File: config.mk
export PLATFORM = sky130hd
export DESIGN_NAME = traffic_monitor_flat
export DESIGN_NICKNAME = d
export VERILOG_FILES = /design/src/rtl/traffic_pkg.sv /design/src/rtl/traffic_if.sv /design/src/rtl/traffic_decode.sv /design/src/rtl/traffic_monitor.sv /design/src/flat_wrapper.sv
export SDC_FILE = /design/constraint.sdc
export NUM_CORES = 1
export LEC_CHECK = 0
export BUFFER_PORTS_ARGS = -buffer_cell sky130_fd_sc_hd__buf_2
export CORE_ASPECT_RATIO = 0.5
export CORE_MARGIN = 10
export CORE_UTILIZATION = 54
export DETAILED_ROUTE_END_ITERATION = 8
export GPL_TIMING_DRIVEN = 0
export PLACE_DENSITY = 0.89
export SLEW_MARGIN = 25
export SYNTH_ARGS = -nofsm -noshare
export SYNTH_HDL_FRONTEND = slang
export SYNTH_HIERARCHICAL = 1
export SYNTH_SLANG_ARGS = --single-unit
File: constraint.sdc
create_clock -name clk -period 3.55 [get_ports clk]
set_clock_uncertainty 0.1 [all_clocks]
set_input_delay 0.5325 -clock clk [delete_from_list [all_inputs] [get_ports clk]]
set_output_delay 0.5325 -clock clk [all_outputs]
set_load 0.02 [all_outputs]
File: src/rtl/traffic_pkg.sv
// ============================================================================
// Module : traffic_pkg
// Brief  : Phase/error types, lamp patterns and sequence helper for the
//          junction traffic-light monitor.
// Rev    : 1.0  initial release
// ============================================================================
`default_nettype none

package traffic_pkg;

   typedef enum logic [2:0] {
      SYNC       = 3'd0,
      RED        = 3'd1,
      RED_ORANGE = 3'd2,
      GREEN      = 3'd3,
      ORANGE     = 3'd4
   } phase_t;

   typedef enum logic [1:0] {
      NONE    = 2'd0,
      ILLEGAL = 2'd1,
      SEQ     = 2'd2,
      DWELL   = 2'd3
   } err_t;

   // Lamp patterns ordered {red, orange, green}
   localparam logic [2:0] LAMP_RED        = 3'b100;
   localparam logic [2:0] LAMP_RED_ORANGE = 3'b110;
   localparam logic [2:0] LAMP_GREEN      = 3'b001;
   localparam logic [2:0] LAMP_ORANGE     = 3'b010;

   function automatic phase_t successor(input phase_t p);
      phase_t s;
      case (p)
         RED:        s = RED_ORANGE;
         RED_ORANGE: s = GREEN;
         GREEN:      s = ORANGE;
         ORANGE:     s = RED;
         default:    s = RED;
      endcase
      return s;
   endfunction

endpackage

`default_nettype wire

File: src/rtl/traffic_if.sv
// ============================================================================
// Module : traffic_if
// Brief  : Lamp inputs and monitor status bundle; slave = monitor side.
// Rev    : 1.0  initial release
// ============================================================================
`default_nettype none

interface traffic_if
   import traffic_pkg::*;
#(
   parameter int CNT_W = 8,
   parameter int CYC_W = 16
);
   logic             red;
   logic             orange;
   logic             green;
   phase_t           phase;
   logic [CNT_W-1:0] dwell;
   logic [CYC_W-1:0] cycle_count;
   logic             go;
   logic             err;
   err_t             err_code;

   modport master (
      output red, orange, green,
      input  phase, dwell, cycle_count, go, err, err_code
   );

   modport slave (
      input  red, orange, green,
      output phase, dwell, cycle_count, go, err, err_code
   );
endinterface

`default_nettype wire

File: src/rtl/traffic_decode.sv
// ============================================================================
// Module : traffic_decode
// Brief  : Combinational lamp-pattern decoder to phase_t plus illegal flag.
// Rev    : 1.0  initial release
// ============================================================================
`default_nettype none

module traffic_decode
   import traffic_pkg::*;
(
   input  logic       red,
   input  logic       orange,
   input  logic       green,
   output phase_t     pattern,
   output logic       illegal
);
   always_comb begin
      pattern = SYNC;
      illegal = 1'b0;
      case ({red, orange, green})
         LAMP_RED:        pattern = RED;
         LAMP_RED_ORANGE: pattern = RED_ORANGE;
         LAMP_GREEN:      pattern = GREEN;
         LAMP_ORANGE:     pattern = ORANGE;
         default:         illegal = 1'b1;
      endcase
   end
endmodule

`default_nettype wire

File: src/rtl/traffic_monitor.sv
// ============================================================================
// Module : traffic_monitor
// Brief  : Passive sequence/dwell checker on the traffic-light lamp outputs.
//          Option macro TRAFFIC_MON_STICKY_EN: err held from first error.
// Rev    : 1.0  initial release
// ============================================================================
`default_nettype none

module traffic_monitor
   import traffic_pkg::*;
#(
   parameter int MIN_DWELL = 1,
   parameter int MAX_DWELL = 4,
   parameter int CNT_W     = 8,
   parameter int CYC_W     = 16
)(
   input  wire logic  clk,
   input  wire logic  reset,
   traffic_if.slave   mon
);
   phase_t pattern;
   logic   illegal;
   err_t   event_err;
   phase_t next_phase;

   traffic_decode u_decode (
      .red     (mon.red),
      .orange  (mon.orange),
      .green   (mon.green),
      .pattern (pattern),
      .illegal (illegal)
   );

   // Classify this sample; at most one error class can apply
   always_comb begin
      event_err = NONE;
      if (illegal)
         event_err = ILLEGAL;
      else if (mon.phase == SYNC)
         event_err = NONE;
      else if (pattern == mon.phase) begin
         if (mon.dwell == CNT_W'(MAX_DWELL))
            event_err = DWELL;
      end else if (pattern == successor(mon.phase)) begin
         if (mon.dwell < CNT_W'(MIN_DWELL))
            event_err = DWELL;
      end else
         event_err = SEQ;
   end

   always_comb begin
      next_phase = mon.phase;
      if (event_err != NONE)
         next_phase = SYNC;
      else if (mon.phase == SYNC) begin
         if (pattern == RED)
            next_phase = RED;
      end else if (pattern == successor(mon.phase))
         next_phase = pattern;
   end

   always_ff @(posedge clk) begin
      if (reset) begin
         mon.phase       <= SYNC;
         mon.dwell       <= '0;
         mon.cycle_count <= '0;
         mon.go          <= 1'b0;
         mon.err         <= 1'b0;
         mon.err_code    <= NONE;
      end else begin
         mon.phase <= next_phase;
         mon.go    <= (next_phase == GREEN);

         if (event_err != NONE)
            mon.dwell <= '0;
         else if (next_phase == SYNC)
            mon.dwell <= '0;
         else if (next_phase != mon.phase)
            mon.dwell <= CNT_W'(1);
         else if (mon.dwell != '1)
            mon.dwell <= mon.dwell + CNT_W'(1);

         if (event_err == NONE && mon.phase == ORANGE && pattern == RED)
            mon.cycle_count <= mon.cycle_count + CYC_W'(1);

`ifdef TRAFFIC_MON_STICKY_EN
         mon.err <= mon.err | (event_err != NONE);
         if (event_err != NONE && mon.err_code == NONE)
            mon.err_code <= event_err;
`else
         mon.err <= (event_err != NONE);
         if (event_err != NONE)
            mon.err_code <= event_err;
`endif
      end
   end
endmodule

`default_nettype wire
File: src/flat_wrapper.sv
// flat-port wrapper written by rule: the top's interface ports become plain ports
module traffic_monitor_flat import traffic_pkg::*;
#(
   parameter int MIN_DWELL = 1,
   parameter int MAX_DWELL = 4,
   parameter int CNT_W     = 8,
   parameter int CYC_W     = 16
)
  (clk, reset, mon_red, mon_orange, mon_green, mon_phase, mon_dwell, mon_cycle_count, mon_go, mon_err, mon_err_code);
  traffic_if #(.CNT_W(CNT_W), .CYC_W(CYC_W)) mon_i ();
  input  wire logic clk;
  input  wire logic reset;
  input wire logic [$bits(mon_i.red)-1:0] mon_red;
  input wire logic [$bits(mon_i.orange)-1:0] mon_orange;
  input wire logic [$bits(mon_i.green)-1:0] mon_green;
  output wire logic [$bits(mon_i.phase)-1:0] mon_phase;
  output wire logic [$bits(mon_i.dwell)-1:0] mon_dwell;
  output wire logic [$bits(mon_i.cycle_count)-1:0] mon_cycle_count;
  output wire logic [$bits(mon_i.go)-1:0] mon_go;
  output wire logic [$bits(mon_i.err)-1:0] mon_err;
  output wire logic [$bits(mon_i.err_code)-1:0] mon_err_code;
  assign mon_i.red = mon_red;
  assign mon_i.orange = mon_orange;
  assign mon_i.green = mon_green;
  assign mon_phase = mon_i.phase;
  assign mon_dwell = mon_i.dwell;
  assign mon_cycle_count = mon_i.cycle_count;
  assign mon_go = mon_i.go;
  assign mon_err = mon_i.err;
  assign mon_err_code = mon_i.err_code;
  traffic_monitor #(.MIN_DWELL(MIN_DWELL), .MAX_DWELL(MAX_DWELL), .CNT_W(CNT_W), .CYC_W(CYC_W)) u_core (.clk(clk), .reset(reset), .mon(mon_i));
endmodule
==> results.sh <==
export IMPL_final_cells=312
export IMPL_timing_fmax_ghz=0.340
export IMPL_end_kind="flop"
export IMPL_power_total_uw=727
export IMPL_grt_ovfl_total=0
export IMPL_utilization_pct=68.9
export IMPL_cp_arrival_ps=3030
export IMPL_grtUsageTotal_pct=16.0
export IMPL_finalHoldViolCount=0
export IMPL_post_cts_buffers=0
export IMPL_peakVddDrop_v=0.000138
export IMPL_die_h_um=61.1
export IMPL_fp_dieW_um=102
export IMPL_ys_flop_type="dfxtp_1"
export IMPL_synth_edf_count=0
export IMPL_hold_path_class="reg2reg"
export IMPL_io_pins=36
export IMPL_fin_setup_tns_ps=0
export IMPL_finalWorstPathRequiredPeriod_ps=2940
export IMPL_final_area_um2=2150
export IMPL_holdWs_ps=398
export IMPL_synth_most_common_cell="dfxtp_1"
export IMPL_viasPerCell=6.19
export IMPL_worstMarginPinSlew_ps=525
export IMPL_critPathKind="in2reg"
export IMPL_yosys_top_cells_area="dfxtp_1 (34%), a21oi_1 (7.1%), or3_1 (3.4%)"
export IMPL_core_area_um2=3120
export IMPL_p_seq_share_pct=48.6
export IMPL_slowest_stage="or3_1"
export IMPL_start_util_pct=58.4
export IMPL_root_buffer="clkbuf_8"
export IMPL_dpl_cell_area_um2=2050
export IMPL_finalCritPeriodShare_pct=82.9
export IMPL_cts_clk_slew_worst_paths_ps=70
export IMPL_yosys_warnings=6
export IMPL_grt_max_degree=11
export IMPL_avgSynthCellArea_um2=7.96
export IMPL_netSwitchingFraction_pct=23.7
export IMPL_layout_drive_gt1_share_pct=21.3
export IMPL_ctsHtreeMaxLevel=2
export IMPL_tritoncts="yes"
export IMPL_slew_violations=0
export IMPL_drc=0
export IMPL_cellPowerDensity_nw_per_um2=338
export IMPL_cts_buffers=5
export IMPL_cts_resized=0
export IMPL_grt_pass1_vias=1832
export IMPL_syn_inst=229
export IMPL_place_congestion=0.938
export IMPL_layout_area_seq_um2=621
export IMPL_postCtsHoldBufs=0
export IMPL_dpl_worst_slack_ps=384
export IMPL_required_ps=3640
export IMPL_max_slew_margin_pct=64.7
export IMPL_nets=279
export IMPL_num_antenna_cells=0
export IMPL_synth_top_area_cell="dfxtp_1"
export IMPL_numPlacedInstances=304
export IMPL_p_leak_nw=0.822
export IMPL_clk_latency_ps=290
export IMPL_crit_path_cell_trace="buf_2 -> nand2b_1 -> mux2i_1 -> buf_2 -> nand3b_1 -> o32a_1 -> nand3_2 -> nand3_1 -> or3_1 -> clkbuf_1 -> a211oi_1"
export IMPL_p_int_uw=554
export IMPL_cp_max_fo=10
export IMPL_cts_buffer_depth=2
export IMPL_crit_path_start_kind="primary input"
export IMPL_async_flop_share_pct=0
export IMPL_clock_sink_count=31
export IMPL_syn_to_final_growth_pct=17.9
export IMPL_io_buffers=35
export IMPL_antenna_found_initial=0
export IMPL_grt_setup_unrepaired="false"
export IMPL_yosys_register_bits=31
export IMPL_drt_iter0_drc=218
export IMPL_critPathMaxStageDelay_ps=390
export IMPL_synth_distinct_cells=49
export IMPL_rows=14
export IMPL_ant_nets=0
export IMPL_dieArea_um2=6240
export IMPL_syn_cell_area_um2=1820
export IMPL_comb_power_share_pct=9.2
export IMPL_setup_violations=0
export IMPL_switchingPower_uw=172
export IMPL_drt_wl_total_um=4980
export IMPL_fin_ws_ps=608
export IMPL_outcome="completed"
export IMPL_nFillCells=257
export IMPL_drv_cap=0
export IMPL_multi_input_area_um2=1090
export IMPL_grt_pass1_wl_um=8070
export IMPL_wl_per_cell_um=16.0
export IMPL_crit_top_cell="buf_2"
export IMPL_ys_top_cells_by_count="dfxtp_1 (31), a21oi_1 (26), nor2_1 (15), nand2_1 (14)"
export IMPL_synth_fp_nets=237
export IMPL_clkPwrFrac_pct=42.1
export IMPL_synth_top_area_share_pct=34.1
export IMPL_dp_hpwl_um=3670
export IMPL_num_vias=1932
export IMPL_drt_first_pass_iters=7
export IMPL_seq_area_frac_synth_pct=34.1
worst max-delay path, delay by kind of cell:
family	cells	cell delay [ps]
buffers and inverters	3	590
AO/OA/AOI/OAI	2	590
multiplexers	1	330
AND/OR/NAND/NOR	5	980
worst paths after layout:
path                              startpoint                    endpoint  slack, ps  cells after the start
setup / recovery                   mon_green         u_core/mon.dwell[7]        610                     11
hold / removal    u_core/mon.cycle_count[15]  u_core/mon.cycle_count[15]        400                      2
setup reg to reg         u_core/mon.phase[0]         u_core/mon.dwell[7]        980                      8
hold reg to reg   u_core/mon.cycle_count[15]  u_core/mon.cycle_count[15]        400                      2
flip-flops by register name (all words and copies together), names as in the netlist:
signal,cells
u_core/mon.phase,3
u_core/mon.err_code,2
u_core/mon.err,1
u_core/mon.dwell,8
u_core/mon.go,1
u_core/mon.cycle_count,16
cells by family after synthesis:
logic type | synth area share (%)
flops | 34.1
simple gates | 30.4
buf+inv | 5.91
fa+ha+maj | 2.06
xor+xnor | 5.29
compound gates | 20.5
mux | 1.72
routing by layer:
layer | part of all wire (%) | wire length (um) | global-route usage [%]
met1 | 40 | 2010 | 16.9
met4 | 1.5 | 77 | 7.17
met5 | 0 | 0 | 0
met3 | 7.2 | 357 | 3.58
met2 | 51 | 2540 | 30.7
cell usage in the layout, fill, tap and decap left out, types with 3 or more instances in the layout:
cell      count
buf_2        40
dfxtp_1      31
a21oi_1      26
nor2_1       15
nand2_1      14
o21ai_0      11
nand3_1      11
or3_1        10
inv_1         9
clkbuf_8      7
clkbuf_1      7
o31ai_1       7
or4_1         7
xnor2_1       6
nor3_1        6
nand4_1       6
a31oi_1       5
and3_1        5
xor2_1        5
nor3b_1       4
nand2b_1      3
ha_1          3
area by class of cell:
type | instances | area share [%]
multi-input cells | 175 | 50.9
flip-flops and latches | 31 | 28.9
repair buffers | 35 | 8.16
clock buffers | 8 | 4.66
plain buffers | 14 | 3.44
well taps | 40 | 2.33
inverters | 9 | 1.57
power by group through the flow:
stage | clock [mW] | combinational, mW | sequential [mW]
2_1_floorplan | 0 | 0.0444 | 0.365
4_1_cts | 0.315 | 0.0657 | 0.353
5_1_grt | 0.327 | 0.0731 | 0.353
6_report | 0.306 | 0.0671 | 0.353
3_3_place_gp | 0 | 0.0629 | 0.361
3_5_place_dp | 0 | 0.0652 | 0.361
Power figures use the tool's default switching activity.
